File: config.mk
export PLATFORM = sky130hd
export DESIGN_NAME = call_stack_tracker
export DESIGN_NICKNAME = d
export VERILOG_FILES = /design/src/rtl/call_stack_tracker.sv
export SDC_FILE = /design/constraint.sdc
export NUM_CORES = 1
export LEC_CHECK = 0
export CORE_ASPECT_RATIO = 1.4
export CORE_UTILIZATION = 55
export CTS_BUF_LIST = sky130_fd_sc_hd__clkbuf_16
export CTS_CLUSTER_DIAMETER = 40
export DETAILED_ROUTE_END_ITERATION = 6
export DONT_BUFFER_PORTS = 1
export GPL_TIMING_DRIVEN = 0
export PLACE_DENSITY = 0.79
export SLEW_MARGIN = 30
export SYNTH_ARGS = -nofsm -noshare
export SYNTH_HDL_FRONTEND = slang
export SYNTH_SLANG_ARGS = --single-unit
File: constraint.sdc
create_clock -name clk -period 4.2 [get_ports clk]
set_clock_uncertainty 0.15 [all_clocks]
set_input_delay 0.42 -clock clk [delete_from_list [all_inputs] [get_ports clk]]
set_output_delay 0.42 -clock clk [all_outputs]
set_load 0.01 [all_outputs]
File: src/rtl/call_stack_tracker.sv
// ============================================================================
//  Module   : call_stack_tracker
//  Purpose  : Bounded LIFO of call frames {id, return address} driven by
//             call/return events; reports top frame, depth, retired frames
//             and sticky overflow/underflow flags.
//  Options  : CALL_STACK_MAX_DEPTH_EN adds the max_depth high-water output.
//  Revision : 1.0
// ============================================================================
`timescale 1ns/1ps
`default_nettype none

module call_stack_tracker #(
   parameter int DEPTH  = 8,
   parameter int ID_W   = 4,
   parameter int ADDR_W = 16
) (
   input  logic                         clk,
   input  logic                         rst_n,
   input  logic                         call_valid,
   input  logic [ID_W-1:0]              call_id,
   input  logic [ADDR_W-1:0]            call_addr,
   input  logic                         ret_valid,
   input  logic                         clr_err,
   output logic                         top_valid,
   output logic [ID_W-1:0]              top_id,
   output logic [ADDR_W-1:0]            top_addr,
   output logic [$clog2(DEPTH+1)-1:0]   depth,
   output logic                         empty,
   output logic                         full,
   output logic                         pop_valid,
   output logic [ID_W-1:0]              pop_id,
   output logic [ADDR_W-1:0]            pop_addr,
   output logic                         overflow,
`ifdef CALL_STACK_MAX_DEPTH_EN
   output logic [$clog2(DEPTH+1)-1:0]   max_depth,
`endif
   output logic                         underflow
);

   localparam int c_DW  = $clog2(DEPTH + 1);
   localparam int c_AW  = $clog2(DEPTH);
   localparam int c_FW  = ID_W + ADDR_W;
   localparam logic [c_DW-1:0] c_FULL_CNT = c_DW'(DEPTH);

   logic [c_FW-1:0]   stack_q [DEPTH];
   logic [c_DW-1:0]   depth_q,     depth_d;
   logic              pop_valid_q, pop_valid_d;
   logic [ID_W-1:0]   pop_id_q,    pop_id_d;
   logic [ADDR_W-1:0] pop_addr_q,  pop_addr_d;
   logic              ovf_q,       ovf_d;
   logic              udf_q,       udf_d;

   logic              w_empty;
   logic              w_full;
   logic [c_AW-1:0]   w_top_idx;
   logic [c_AW-1:0]   w_wr_idx;
   logic [c_FW-1:0]   w_top_rec;
   logic              w_wr_en;
   logic              w_inc;
   logic              w_dec;
   logic              w_pop;

   always_comb begin
      w_empty   = (depth_q == '0);
      w_full    = (depth_q == c_FULL_CNT);
      w_top_idx = c_AW'(depth_q - c_DW'(1));
      w_top_rec = stack_q[w_top_idx];

      // A tail call replaces the live top; every other push lands above it.
      w_wr_idx  = (ret_valid && !w_empty) ? w_top_idx : c_AW'(depth_q);
      w_wr_en   = call_valid && (ret_valid || !w_full);
      w_inc     = call_valid && (ret_valid ? w_empty : !w_full);
      w_dec     = ret_valid && !call_valid && !w_empty;
      w_pop     = ret_valid && !w_empty;

      depth_d = depth_q;
      if (w_inc) begin
         depth_d = depth_q + c_DW'(1);
      end else if (w_dec) begin
         depth_d = depth_q - c_DW'(1);
      end

      pop_valid_d = w_pop;
      pop_id_d    = pop_id_q;
      pop_addr_d  = pop_addr_q;
      if (w_pop) begin
         pop_id_d   = w_top_rec[c_FW-1:ADDR_W];
         pop_addr_d = w_top_rec[ADDR_W-1:0];
      end

      // A fresh error in the same cycle as clr_err keeps the flag set.
      ovf_d = (call_valid && !ret_valid && w_full) || (ovf_q && !clr_err);
      udf_d = (ret_valid && w_empty) || (udf_q && !clr_err);
   end

   always_ff @(posedge clk) begin
      if (!rst_n) begin
         depth_q     <= '0;
         pop_valid_q <= 1'b0;
         pop_id_q    <= '0;
         pop_addr_q  <= '0;
         ovf_q       <= 1'b0;
         udf_q       <= 1'b0;
      end else begin
         depth_q     <= depth_d;
         pop_valid_q <= pop_valid_d;
         pop_id_q    <= pop_id_d;
         pop_addr_q  <= pop_addr_d;
         ovf_q       <= ovf_d;
         udf_q       <= udf_d;
      end
   end

   // Frame storage carries no reset; stale entries are never visible.
   always_ff @(posedge clk) begin
      if (rst_n && w_wr_en) begin
         stack_q[w_wr_idx] <= {call_id, call_addr};
      end
   end

`ifdef CALL_STACK_MAX_DEPTH_EN
   logic [c_DW-1:0] max_q, max_d;
   logic [c_DW-1:0] w_max_base;

   always_comb begin
      w_max_base = clr_err ? depth_q : max_q;
      max_d      = (depth_d > w_max_base) ? depth_d : w_max_base;
   end

   always_ff @(posedge clk) begin
      if (!rst_n) begin
         max_q <= '0;
      end else begin
         max_q <= max_d;
      end
   end

   assign max_depth = max_q;
`endif

   assign depth     = depth_q;
   assign empty     = w_empty;
   assign full      = w_full;
   assign top_valid = !w_empty;
   assign top_id    = w_empty ? '0 : w_top_rec[c_FW-1:ADDR_W];
   assign top_addr  = w_empty ? '0 : w_top_rec[ADDR_W-1:0];
   assign pop_valid = pop_valid_q;
   assign pop_id    = pop_id_q;
   assign pop_addr  = pop_addr_q;
   assign overflow  = ovf_q;
   assign underflow = udf_q;

endmodule

`default_nettype wire

# Yosys cells after proc, flatten, opt, wreduce, memory -nomap -nowiden
# Memory sizes are Yosys's and may differ from the RTL's.
# Index checks and enable logic that the tools add are counted.
# totals
wordCells	39
in_bits	25
output_inout_bits	50
reg_bits	27
ramBits	160
n_memories	1
# op_classes
eq_ne	1
n_mux	8
addsub	2
reduce_logical	21
# mem_list
memory	depth	width	rd	rd_clocked_by_memory_dff	wr	line_no	source
stack_q	8	20	1	0	1	45	logic [c_FW-1:0] stack_q [DEPTH];
# ops
cell	n
$mux 16	1
$mux 4	3
$logic_and 1x1->1	11
$logic_not 1->1	5
$add 4x1->4 const B	1
$eq 4x4->1 const B	1
$logic_not 4->1	1
$sub 4x1->4 const B	1
$logic_or 1x1->1	3
$mux 1	3
$mux 3	1
$reduce_bool 2->1	1

# Depth between registers and ports, before layout
# depth
depth_word	7
ltp_mapped	9

# Worst setup path after synthesis
# Ideal clock, no wire load.
# synth_timing
path_kind	register to register
startpoint	register depth_q[0] (netlist: depth[0])
endpoint	memory stack_q[5][0] in the netlist's numbering (enable)
path_buffers	3
setup_slack_ns	0.896
period_less_slack_ns	3.304
setup_time_ns	0.399
path_stages_with_launch	9
arrival_ns	2.756
path_cell_list	dfxtp_1 buf_2 inv_1 ha_1 buf_2 buf_1 nand3_1 o21ai_0 nor2b_1
# synth_via
elab_chain_len	7
word_cells_on_any_way	12
cone_classes	1 x add/sub; 1 x eq/ne; 3 x mux; 7 x reduce/logical
# synth_rtl
element	line_no	source
start: declaration	46	logic [c_DW-1:0] depth_q, depth_d;
start signal: assignment	105	depth_q <= depth_d;
$eq 4x4->1	65	w_full = (depth_q == c_FULL_CNT);
$logic_not 1->1	71	w_wr_en = call_valid && (ret_valid || !w_full);
$logic_or 1x1->1	71	
$logic_and 1x1->1	71	
$logic_and 1x1->1	116	if (rst_n && w_wr_en) begin
$mux 1	116	
$mux 1 (not written as such)	117	stack_q[w_wr_idx] <= {call_id, call_addr};
end: declaration	45	
# Several ways; a longest one is shown, not always the timed one.

# Worst setup path after layout
# layout_timing
startpoint	register depth_q[0] (netlist: depth[0])
endpoint	output top_addr[2]
# layout_via
elab_chain_len	3
word_cells_on_any_way	4
cone_classes	1 x add/sub; 1 x mux; 1 x reduce/logical; 1 x memory
# layout_rtl
element	line_no	source
$sub 4x1->4	-	
$mem_v2 8x20	-	
$mux 16 (*)	146	assign top_addr = w_empty ? '0 : w_top_rec[ADDR_W-1:0];
end: declaration	26	output logic [ADDR_W-1:0] top_addr,
# Mark *: on every way between the ends. The rest lies on a longest branch, timed or not.

==> impl_metrics.toml <==
[setup_path]
startpoint = "depth[0]"
cpLargestDelayFamily = "buffers and inverters"
r2r_start = "depth[0]"
critical_path_class = "reg2out"
slowest_stage = "clkbuf_2"
end_kind = "output pin"
path_common_cell = "buf_2"
rrSetupSlack_ns = 0.53
critical_path_cell_count = 8
cp.arrival_ns = 3.16
crit_buf_inv = 4
cpPeakStageDelay_ns = 0.43
start_kind = "flop"
critPathRequiredTime_ns = 3.63
cp_cell_sequence = "buf_2 -> inv_1 -> ha_1 -> buf_2 -> clkbuf_2 -> mux4_2 -> mux2i_1 -> nor2_1"
r2r_cells = 8
cp_max_fo = 10

[cts]
htree_levels = 4
cts_setup_buffers = 0
clkTransAtPathRegs_ns = 0.07
clock_latency_ns = 0.43
cts_inserted_buffers = 17
cts_root_buf = "clkbuf_16"
tritoncts = "built"
cts_sinks = 187
max-clock-path-buffers = 2

[timing]
finalCriticalPeriod_ns = 3.73
setup_viol = 0
max_clock_freq_ghz = 0.268
fin_ws_ns = 0.466
hold_violations = 0
rsz0062_at_grt = "false"
worstMarginPinSlew_ns = 0.856
period_share_pct = 88.9
slew_violations = 0
max_slew_margin_pct = 42.8

[synthesis]
synth_edf_count = 160
synth_top_flop_cell = "edfxtp_1"
syn_inst = 396
netlist.area_leader.share_pct = 65.4
syn-num-nets = 424
yosys.area.top_type = "edfxtp_1"
synthTopCellsByArea = "edfxtp_1 (65%), mux4_2 (12%), dfxtp_1 (7.4%)"
ys_types = 44
ys_seq_area_share_pct = 72.8
ys_ff_latch = 187
synth.avg_cell_area_um2 = 18.6
yosysWarnings = 0
async_flop_share_pct = 0
synth.cell_area_mm2 = 0.00735

[route]
via_per_inst = 6.17
wire_per_inst_um = 24.9
ant_nets = 0
wirelength_mm = 15.7
drcViolationCount = 0
num_vias = 3891
drt_iter0_markers = 279
dr.pass1.iters = 5

[power_and_ir_drop]
cellInternalPower_mw = 4.03
power.share.combinational_pct = 34.6
seqPwrFrac_pct = 38.4
netSwitchingFraction_pct = 35.1
switchingPower_mw = 2.18
finalPower_mw = 6.21
clockPowerShare_pct = 27.0
peakVddDrop_v = 0.000403
power_leakage_nw = 2.82
p_per_area_mw_per_mm2 = 723

[floorplan]
die_x_um = 99.7
io_pins = 75
die-area_mm2 = 0.0138
start_util_pct = 56.8
die_h_um = 139
std_cell_rows = 49
core_area_mm2 = 0.0129

[finish]
antennaDiodeCount = 0
synthToLayoutAreaGrowth_pct = 16.9
drive_gt1_share_pct = 23.6
final_core_util_pct = 66.4
fin_nets = 468
fillers = 816

[place]
gp_congestion = 0.864
io_buffer_count = 0
dp_hpwl_mm = 9.69
pre_cts_slack_ns = 0.517

[global_routing]
antenna_found_initial = 0
globalRouteOverflowTotal = 0
grt_max_degree = 21
grt_pass1_wl_mm = 23.6
gr-usage-all-layers_pct = 24.1
first_global_vias = 4013

[worst_hold_path]
min_delay_path_depth = 2
worstHoldStart = "clr_err"
hold_class = "in2reg"

[outcome]
status = "completed"

[job]
cap_violations = 0
[power by group through the flow]
stage	combinational [mW]	sequential (mW)	clock [mW]
2_1_floorplan	1.54	2.39	0
3_3_place_gp	1.99	2.41	0
3_5_place_dp	2.11	2.42	0
4_1_cts	2.17	2.38	1.68
5_1_grt	2.29	2.40	1.76
6_report	2.15	2.38	1.68
[per-layer routing]
metal	part of all wire, %	track usage [%]
met4	2.2	9.83
met2	53	39.4
met1	38	30.5
met3	6.4	6.75
met5	0	0
[layout make-up]
class	count	area, µm²	share of cell area (%)
well taps	178	223	2.59
clock inverters	15	199	2.32
flip-flops and latches	187	5350	62.3
multi-input cells	177	1890	22.1
inverters	9	38.8	0.452
repair buffers	25	338	3.93
plain buffers	23	123	1.43
clock buffers	17	425	4.95
[cell usage after synthesis, drive strengths merged, types with 2 or more instances]
master,number
edfxtp,160
mux4,40
nor2,31
dfxtp,27
mux2i,20
o2bb2ai,20
buf,16
a21oi,8
inv,8
nand2,8
clkbuf,7
nand2b,6
nand3,5
nor2b,5
o21ai,5
ha,3
and2,2
nor3,2
o22ai,2
o311ai,2
o31ai,2
or3b,2
[cells in the final DEF (no fill, tap or decap), drive strengths merged, types with 5 or more instances in the layout]
master       synthesis  final
inv                  8     17
mux2i               20     20
dlygate4sd3          0     20
nor2                31     31
dfxtp               27     27
o2bb2ai             20     20
nand3                5      5
buf                 16     21
nor2b                5      5
nand2                8      8
edfxtp             160    160
mux4                40     40
a21oi                8      8
o21ai                5      5
clkbuf               7     24
nand2b               6      6
[flip-flops by register name, summed over array words and instances, names as in the netlist]
signal / count
pop_addr: 16
pop_id: 4
overflow: 1
stack_q: 160
underflow: 1
depth: 4
pop_valid: 1
[worst paths after layout]
path | to
setup / recovery | top_addr[2]
hold / removal | overflow
setup reg to reg | stack_q[4][17]
hold reg to reg | pop_addr[4]
[kinds of logic after synthesis]
| family | Yosys count | synth area share, % |
|---|---|---|
| flops | 187 | 72.8 |
| simple gates | 67 | 4.67 |
| mux | 61 | 15.1 |
| compound gates | 45 | 4.63 |
| buf+inv | 32 | 2.18 |
| fa+ha+maj | 3 | 0.511 |
| xor+xnor | 1 | 0.119 |
[per-stage QoR]
step / hold slack (ns) / instance area [µm²] / cells / setup TNS [ns]
global route: 0.0702 / 8590 / 631 / 0
global placement: 0.356 / 7570 / 574 / -18.72
finish: 0.0819 / 8590 / 631 / 0
CTS: 0.0702 / 8580 / 631 / 0
floorplan: 0.343 / 7350 / 396 / 0
detailed placement: 0.357 / 7760 / 579 / 0
[repair_timing]
item                                    in CTS  in global routing
hold buffers                                20                  0
hold endpoints to repair                   160                  0
gates resized for setup                      0                  3
endpoints found under the setup margin       0                  2
[worst reg2reg max path, stage by stage (launching register included)]
cell     delay (ns)
dfxtp_1        0.40
buf_2          0.31
inv_1          0.14
ha_1           0.36
buf_2          0.28
buf_1          0.49
nand3_1        0.19
o21ai_0        0.32
nor2b_4        0.66
Note: power is estimated with default switching activity, not from simulation.
